<file path="config.mk">
export PLATFORM = sky130hd
export DESIGN_NAME = exc_ctrl
export DESIGN_NICKNAME = d
export VERILOG_FILES = /design/src/rtl/exc_ctrl.sv
export SDC_FILE = /design/constraint.sdc
export NUM_CORES = 1
export LEC_CHECK = 0
export BUFFER_PORTS_ARGS = -buffer_cell sky130_fd_sc_hd__buf_2
export CAP_MARGIN = 0
export CORE_AREA = 2 2 123 125
export DETAILED_ROUTE_END_ITERATION = 12
export DIE_AREA = 0 0 125 127
export HOLD_SLACK_MARGIN = 0.1
export MAX_ROUTING_LAYER = met4
export PLACE_DENSITY_LB_ADDON = 0.05
export SLEW_MARGIN = 30
export SYNTH_ARGS = -nofsm -noshare
export SYNTH_HDL_FRONTEND = slang
export SYNTH_SLANG_ARGS = --single-unit
</file>
<file path="constraint.sdc">
create_clock -name clk -period 4.4 [get_ports clk]
set_input_delay 0.88 -clock clk [delete_from_list [all_inputs] [get_ports clk]]
set_output_delay 0.88 -clock clk [all_outputs]
set_load 0.05 [all_outputs]
</file>
<file path="src/rtl/exc_ctrl.sv">
// ---------------------------------------------------------------------------
// exc_ctrl
//
// Exception / ertn commit controller for the writeback stage. Watches the
// instruction in writeback together with the interrupt CSRs. When something
// has to be taken, it latches the event, emits a one-cycle commit pulse
// towards the CSR file together with a fetch redirect, and then holds the
// pipeline flush for FLUSH_CYCLES cycles. Writeback is stalled for as long as
// the controller is busy.
//
// Parameters
//   FLUSH_CYCLES    cycles flush_o stays high per event (1..15)
//
// Ports
//   clk             clock, rising edge
//   reset           synchronous, active-high reset
//   wb_valid        writeback holds a valid instruction
//   wb_pc           PC of the writeback instruction
//   wb_exc_adef     address-error-on-fetch flag
//   wb_exc_ine      instruction-not-exist flag
//   wb_exc_sys      syscall flag
//   wb_exc_brk      break flag
//   wb_exc_ale      address-alignment-error flag
//   wb_ertn         writeback instruction is ertn
//   csr_estat_is    ESTAT.IS pending interrupt bits
//   csr_ecfg_lie    ECFG.LIE local interrupt enables
//   csr_crmd_ie     CRMD.IE global interrupt enable
//   csr_eentry      exception entry address
//   csr_era         exception return address
//   wb_ex           one-cycle exception commit pulse
//   wb_ecode        exception code (meaningful while wb_ex=1)
//   wb_esubcode     exception subcode (meaningful while wb_ex=1)
//   ex_pc           PC to write into ERA (meaningful while wb_ex=1)
//   eret_flush      one-cycle ertn commit pulse
//   flush_o         pipeline flush
//   redirect_valid  one-cycle fetch redirect pulse
//   redirect_pc     fetch redirect target
//   wb_stall        writeback must hold (controller busy)
// ---------------------------------------------------------------------------
module exc_ctrl #(
    parameter int unsigned FLUSH_CYCLES = 2
) (
    input  logic        clk,
    input  logic        reset,
    input  logic        wb_valid,
    input  logic [31:0] wb_pc,
    input  logic        wb_exc_adef,
    input  logic        wb_exc_ine,
    input  logic        wb_exc_sys,
    input  logic        wb_exc_brk,
    input  logic        wb_exc_ale,
    input  logic        wb_ertn,
    input  logic [12:0] csr_estat_is,
    input  logic [12:0] csr_ecfg_lie,
    input  logic        csr_crmd_ie,
    input  logic [31:0] csr_eentry,
    input  logic [31:0] csr_era,
    output logic        wb_ex,
    output logic [5:0]  wb_ecode,
    output logic [8:0]  wb_esubcode,
    output logic [31:0] ex_pc,
    output logic        eret_flush,
    output logic        flush_o,
    output logic        redirect_valid,
    output logic [31:0] redirect_pc,
    output logic        wb_stall
);

    typedef enum logic [1:0] {
        IDLE   = 2'd0,
        COMMIT = 2'd1,
        FLUSH  = 2'd2
    } state_t;

    localparam logic [5:0] ECODE_INT  = 6'h00;
    localparam logic [5:0] ECODE_ADEF = 6'h08;
    localparam logic [5:0] ECODE_ALE  = 6'h09;
    localparam logic [5:0] ECODE_SYS  = 6'h0B;
    localparam logic [5:0] ECODE_BRK  = 6'h0C;
    localparam logic [5:0] ECODE_INE  = 6'h0D;

    // The COMMIT cycle already counts as the first flush cycle, so the
    // counter only has to cover the remaining FLUSH_CYCLES-1 cycles.
    localparam logic [3:0] CNT_LOAD = 4'(FLUSH_CYCLES - 1);
    localparam bit         SKIP_FLUSH = (FLUSH_CYCLES <= 1);

    state_t      state;
    state_t      state_next;
    logic [3:0]  flush_cnt;

    logic        int_pending;
    logic        exc_any;
    logic [5:0]  exc_code;
    logic        take_ex;
    logic        take_ertn;
    logic        accept;

    logic        kind_ertn;
    logic [5:0]  ecode_q;
    logic [8:0]  esubcode_q;
    logic [31:0] ex_pc_q;
    logic [31:0] redirect_pc_q;

    // Interrupt qualification and exception priority encoding. Interrupts
    // outrank every synchronous exception; the remaining order is fixed.
    always_comb begin
        int_pending = csr_crmd_ie & (|(csr_estat_is & csr_ecfg_lie));
        exc_any     = int_pending | wb_exc_adef | wb_exc_ine | wb_exc_sys
                    | wb_exc_brk | wb_exc_ale;
        exc_code    = ECODE_INT;
        if (int_pending) begin
            exc_code = ECODE_INT;
        end else if (wb_exc_adef) begin
            exc_code = ECODE_ADEF;
        end else if (wb_exc_ine) begin
            exc_code = ECODE_INE;
        end else if (wb_exc_sys) begin
            exc_code = ECODE_SYS;
        end else if (wb_exc_brk) begin
            exc_code = ECODE_BRK;
        end else if (wb_exc_ale) begin
            exc_code = ECODE_ALE;
        end
    end

    // Events are only looked at while idle. An ertn that coincides with a
    // qualifying exception or interrupt is dropped in favour of the exception.
    always_comb begin
        take_ex   = (state == IDLE) && wb_valid && exc_any;
        take_ertn = (state == IDLE) && wb_valid && wb_ertn && !exc_any;
        accept    = take_ex || take_ertn;
    end

    // State register.
    always_ff @(posedge clk) begin
        if (reset) begin
            state <= IDLE;
        end else begin
            state <= state_next;
        end
    end

    // Next-state logic. With a single flush cycle the FLUSH state is
    // skipped entirely, which lets a new event be accepted two cycles later.
    always_comb begin
        state_next = state;
        case (state)
            IDLE: begin
                if (accept) begin
                    state_next = COMMIT;
                end
            end
            COMMIT: begin
                if (SKIP_FLUSH) begin
                    state_next = IDLE;
                end else begin
                    state_next = FLUSH;
                end
            end
            FLUSH: begin
                if (flush_cnt <= 4'd1) begin
                    state_next = IDLE;
                end
            end
            default: begin
                state_next = IDLE;
            end
        endcase
    end

    // Flush counter: loaded when leaving COMMIT, counts down in FLUSH.
    always_ff @(posedge clk) begin
        if (reset) begin
            flush_cnt <= 4'd0;
        end else if (state == COMMIT) begin
            flush_cnt <= CNT_LOAD;
        end else if (state == FLUSH && flush_cnt != 4'd0) begin
            flush_cnt <= flush_cnt - 4'd1;
        end
    end

    // Event capture. Everything the CSR file and fetch need later is sampled
    // in the accept cycle, so CSR or pending-bit changes while busy are
    // invisible. The exception code is only updated for real exceptions and
    // otherwise keeps its last value.
    always_ff @(posedge clk) begin
        if (reset) begin
            kind_ertn     <= 1'b0;
            ecode_q       <= 6'd0;
            esubcode_q    <= 9'd0;
            ex_pc_q       <= 32'd0;
            redirect_pc_q <= 32'd0;
        end else if (take_ex) begin
            kind_ertn     <= 1'b0;
            ecode_q       <= exc_code;
            esubcode_q    <= 9'd0;
            ex_pc_q       <= wb_pc;
            redirect_pc_q <= csr_eentry;
        end else if (take_ertn) begin
            kind_ertn     <= 1'b1;
            ex_pc_q       <= wb_pc;
            redirect_pc_q <= csr_era;
        end
    end

    // Outputs. Commit pulses are masked by reset so that a reset arriving
    // during COMMIT never lets a commit escape to the CSR file.
    always_comb begin
        wb_ex          = (state == COMMIT) && !kind_ertn && !reset;
        eret_flush     = (state == COMMIT) &&  kind_ertn && !reset;
        redirect_valid = (state == COMMIT) && !reset;
        flush_o        = (state != IDLE);
        wb_stall       = (state != IDLE);
        wb_ecode       = ecode_q;
        wb_esubcode    = esubcode_q;
        ex_pc          = ex_pc_q;
        redirect_pc    = redirect_pc_q;
    end

endmodule

</file>
# After elaboration in Yosys (flattened, before gate mapping)
# Index checks and enable logic that the tools add are counted.
# word_totals
latchBits	0
out_inout_bits	84
rom_bits	0
ramBits	0
register_bits	77
n_memories	0
in_bits	132
# classes
n_eq_ne	4
shift	0
n_addsub	1
n_div	0
bitwise_logic	7
reduce_logical	23
muxes	15
order_cmp	1
multipliers	0
# op_table
op	count
32-bit two-way mux	4
4-bit two-way mux	6
13-bit bitwise AND	1
13-bit OR reduction	1
1-bit logical AND	10
2-bit case mux with 3 select lines	1
2-bit nonzero test	3
1-bit bitwise OR	5
4-bit by 1-bit less-or-equal comparator with 1-bit output, second input constant	1
2-bit two-way mux	2
2-bit != test, second input constant	2
4-bit nonzero test	1
2-bit OR reduction	2
4-bit by 1-bit subtractor with 4-bit output, second input constant	1
1-bit zero test	3
2-bit by 1-bit == test with 1-bit output, second input constant	1
2-bit == test, second input constant	1
2-bit zero test	1
1-bit two-way mux	2
2-bit AND reduction	1
1-bit bitwise AND	1
1-bit logical OR	1

# Depth between registers and ports, before layout
# depth
ltp_word	13
mapped_depth	7
mapped_depth_nobuf	6

# Least setup slack after synthesis
# No wires, ideal clock.
# synth_timing
kind	input to output
from	in reset
to	out wb_ex
path_slack_ns	1.016
path_stages	4
path_buffers	3
arrival_ns	2.504
cell_sequence	clkbuf_1 -> clkbuf_1 -> clkbuf_1 -> nor3_1
# synth_between
elab_chain_len	2
# synth_rtl
element	line	rtl
start, declared	44	input logic reset,
1-bit zero test	209	wb_ex = (state == COMMIT) && !kind_ertn && !reset;
1-bit logical AND	209	
end, declared	58	output logic wb_ex,
# Every way passes these cells.

# Worst setup path in the final report
# layout_timing
from	in reset
to	out eret_flush
# layout_between
elab_chain_len	2
# layout_rtl
element	line	rtl
1-bit zero test	210	eret_flush = (state == COMMIT) && kind_ertn && !reset;
1-bit logical AND	210	
end, declared	62	output logic eret_flush,
# Every way passes these cells.

==> metrics.log <==
INFO  metric synth_area_in_compound_gates = 15.37%
INFO  metric dp.cells = 733
INFO  metric die_height = 127 µm
INFO  metric starting_density_of_the_core = 24.94%
INFO  metric r2r_end = ex_pc[1]$_SDFFE_PP0P_
INFO  metric drt_wl_cell = 14.31 µm
INFO  metric kind_of_launch_point_of_the_worst_setup_path = primary input
INFO  metric switching_share = 38.13%
INFO  metric clk_transition_reported_paths = 0.06 ns
INFO  metric antenna_violating_nets_left = 0
INFO  metric grt_antenna_before_repair = 1
INFO  metric rows = 44
INFO  metric synth.top_cells.by_area = sky130_fd_sc_hd__dfxtp_1 42%, sky130_fd_sc_hd__mux2i_1 18%, sky130_fd_sc_hd__nand2b_1 12%, sky130_fd_sc_hd__a211oi_1 6.9%, sky130_fd_sc_hd__a21oi_1 5.0%
INFO  metric min_cycle_time_layout = 2.769 ns
INFO  metric timing.critical_path.cells = buf_2 -> nor2_1 -> and2_1 -> buf_2
INFO  metric power-per-cell-area = 462.3 nW/µm²
INFO  metric post_synth_most_frequent_cells = 75 x sky130_fd_sc_hd__dfxtp_1, 68 x sky130_fd_sc_hd__nand2b_1, 64 x sky130_fd_sc_hd__mux2i_1
INFO  metric synth_top_family_by_area = multiplexers
INFO  metric critical_path_arrival = 1.89 ns
INFO  metric path_depth = 4
INFO  metric crit_family = buffers and inverters
INFO  metric post_detailed_routing_wire_length = 10.73 mm
INFO  metric sequentialPowerShare = 35.3%
INFO  metric via_count = 3341
INFO  metric worst-path-max-fanout = 38
INFO  metric finalSetupTns = 0 ns
INFO  metric timing.reg2reg.setup_slack = 2.28 ns
INFO  metric worst_pin_slew = 0.6205 ns
INFO  metric power.ir.vdd_worst = 0.1755 mV
INFO  metric netlist.top_cell.by_area = sky130_fd_sc_hd__dfxtp_1
INFO  metric critical_path.slowest_cell = sky130_fd_sc_hd__buf_2
INFO  metric hold_violations = 0
INFO  metric synth-async-reset-ratio = 0%
INFO  metric yosys_register_bits = 75
INFO  metric final_cycle_share = 62.93%
INFO  metric cts.sinks = 75
INFO  metric required = 3.52 ns
INFO  metric r2r_cells = 4
INFO  metric cap_viol_max_count = 0
INFO  metric drtPass1Iterations = 4
INFO  metric cts.root.buffer_cell = sky130_fd_sc_hd__clkbuf_16
INFO  metric synthXorXnorAreaFrac = 0.4870%
INFO  metric layout.core_utilization = 34.45%
INFO  metric dp_hpwl = 7.498 mm
INFO  metric criticalPathCategory = in2out
INFO  metric cts_inserted_buffers = 9
INFO  metric worst_path_largest_cell_delay = 0.48 ns
INFO  metric grt_overflow = 0
INFO  metric area_delta_synth_final = 38.12%
INFO  metric hold_path_startpoint = wb_ecode[1]$_SDFFE_PP0N_
INFO  metric synthMuxAreaShare = 17.81%
INFO  metric hold_depth = 1
INFO  metric remaining_drc_errors = 0
INFO  metric p_sw = 0.8759 mW
INFO  metric grt_max_degree = 71
INFO  metric simple_gate_portion_of_the_synthesized_area = 16.03%
INFO  metric hold_ep = wb_ecode[1]$_SDFFE_PP0N_
INFO  metric clk_latency = 0.33 ns
INFO  metric worst_r2r_startpoint = state[1]$_SDFFE_PP0P_
INFO  metric synthMostInstantiatedCell = sky130_fd_sc_hd__dfxtp_1
INFO  metric drt-vias-per-instance = 4.455
INFO  metric power_leakage = 2.345 nW
INFO  metric slew-limit-headroom = 58.63%
INFO  metric hold_class = reg2reg
INFO  metric post_cts.repair.setup_buffers = 0
INFO  metric sequential_share_of_the_synthesized_area = 41.74%
INFO  metric critPathCaptureType = output pin
INFO  metric grt_pass1_wl = 16.88 mm
INFO  metric synth_ff_type = sky130_fd_sc_hd__dfxtp_1
INFO  metric proportion_of_netlist_area_held_by_the_largest_area_contributor = 41.74%
INFO  metric fin_worst_skew = 0.005808 ns
INFO  metric cts_tree = done
INFO  metric p_clk_share = 31.1%
INFO  metric fill_cells = 1506
INFO  metric synth.yosys.warnings = 0
INFO  metric synth_edf_count = 0
INFO  metric ctsHoldBuffers = 0
INFO  metric setup_repair_after_global_routing_missed_its_margin = false
INFO  metric cellInternalPower = 1.421 mW
INFO  metric final_layout_size_suffix_gt1_share = 40.71%
INFO  metric violation_count_after_the_first_detailed_routing_iteration = 124
INFO  metric crit_start = reset
INFO  metric global_route.usage.total = 13.58%
INFO  metric combPwrFrac = 33.5%
INFO  metric gp_congestion = 0.7681
INFO  metric num_io_pins = 216
INFO  metric adder_cell_share_of_the_synthesized_area = 0.6957%
INFO  metric cts.repair.resized = 0
INFO  metric grt_pass1_vias = 3442
INFO  metric outcome = completed
INFO  metric synth_cell_types = 34
INFO  metric finalNonFillerCells = 750
INFO  metric cts_max_path_buffers = 2
INFO  metric synthesis.area = 3597 µm²
INFO  metric finalPower = 2.297 mW
INFO  metric dieArea = 15880 µm²
INFO  metric critPathMostFrequentCell = sky130_fd_sc_hd__buf_2
INFO  metric nNetsFinal = 694
INFO  metric syn-instance-count = 371
INFO  metric placement.io_buffers = 204
INFO  metric timing.fmax = 361.2 MHz
INFO  metric floorplan.core_area = 14420 µm²
INFO  metric cts-htree-levels = 3
INFO  metric final_max_slew_viol_count = 0
INFO  metric buffers_and_inverters_on_the_worst_path = 2
INFO  metric setup_viol = 0
INFO  metric die_width = 125 µm
INFO  metric average_instance_area_after_synthesis = 9.696 µm²
## cell usage in the layout (no fill, tap or decap), drive strengths merged, types with 3 or more instances in the layout
cell and count:
dfxtp 75, o2bb2ai 3, a211oi 33, inv 4, nor2b 3, clkbuf 12
a22oi 5, a21oi 36, mux2i 64, nand2 3, conb 11, nand2b 68
clkinv 4, nor3 8, nor2 5, buf 209
## area by class of cell
cell class / instances / area, µm² / area share, %
tap: 184 / 230.2 / 4.634
inverter: 4 / 15.01 / 0.3022
sequential: 75 / 1501 / 30.22
timing repair buffer: 209 / 1059 / 21.30
clock inverter: 4 / 23.77 / 0.4785
clock buffer: 12 / 266.5 / 5.364
antenna: 1 / 2.502 / 0.05037
multi-input combinational: 261 / 1871 / 37.65
## flip-flops by register name, indices dropped and copies added, names as in the netlist
register,count
ex_pc,32
redirect_pc,32
flush_cnt,4
state,2
kind_ertn,1
wb_ecode,4
## stage by stage
step | setup slack [ns] | cell area [µm²] | hold slack [ns]
2_1_floorplan | 1.016 | 3635 | 0.4736
5_1_grt | 1.519 | 4969 | 0.4825
4_1_cts | 1.592 | 4966 | 0.4608
3_5_place_dp | 1.552 | 4676 | 0.4412
6_report | 1.631 | 4969 | 0.4585
3_3_place_gp | 1.165 | 4672 | 0.4517
## power by group through the flow
stage / Clock (mW) / Sequential, mW / Combinational [mW]
final: 0.715 / 0.811 / 0.771
after global routing: 0.781 / 0.821 / 0.822
after CTS: 0.753 / 0.811 / 0.783
after detailed placement: 0 / 0.824 / 0.781
after global placement: 0 / 0.824 / 0.776
after floorplan: 0 / 1.10 / 0.324
## worst max-delay path by stage
stage / to / slack (ns)
after floorplan: wb_ex / 1.02
after global placement: state[0]$_SDFFE_PP0P_ / 1.17
after detailed placement: state[0]$_SDFFE_PP0P_ / 1.55
after CTS: eret_flush / 1.59
after global routing: eret_flush / 1.52
final: eret_flush / 1.63
## metal layers
layer	track usage (%)	share of wire (%)	vias up	wire, µm
met5	-	0	-	0
met4	6.405	1.9	0	203
met3	3.476	6.6	13	713
met2	20.14	44	140	4728
met1	17.35	47	1519	5084
li1	-	-	1669	-
## kinds of logic (layout without fill, tap and decap cells)
kind of cell,count (synthesis),in the layout
AND/OR/NAND/NOR,97,97
XOR/XNOR,2,2
buffers and inverters,45,229
multiplexers,64,64
AO/OA/AOI/OAI,85,85
flip-flops,75,75
other,1,12
adder cells (fa/ha/maj),2,2
No activity file was read; power rests on OpenSTA's default activity.
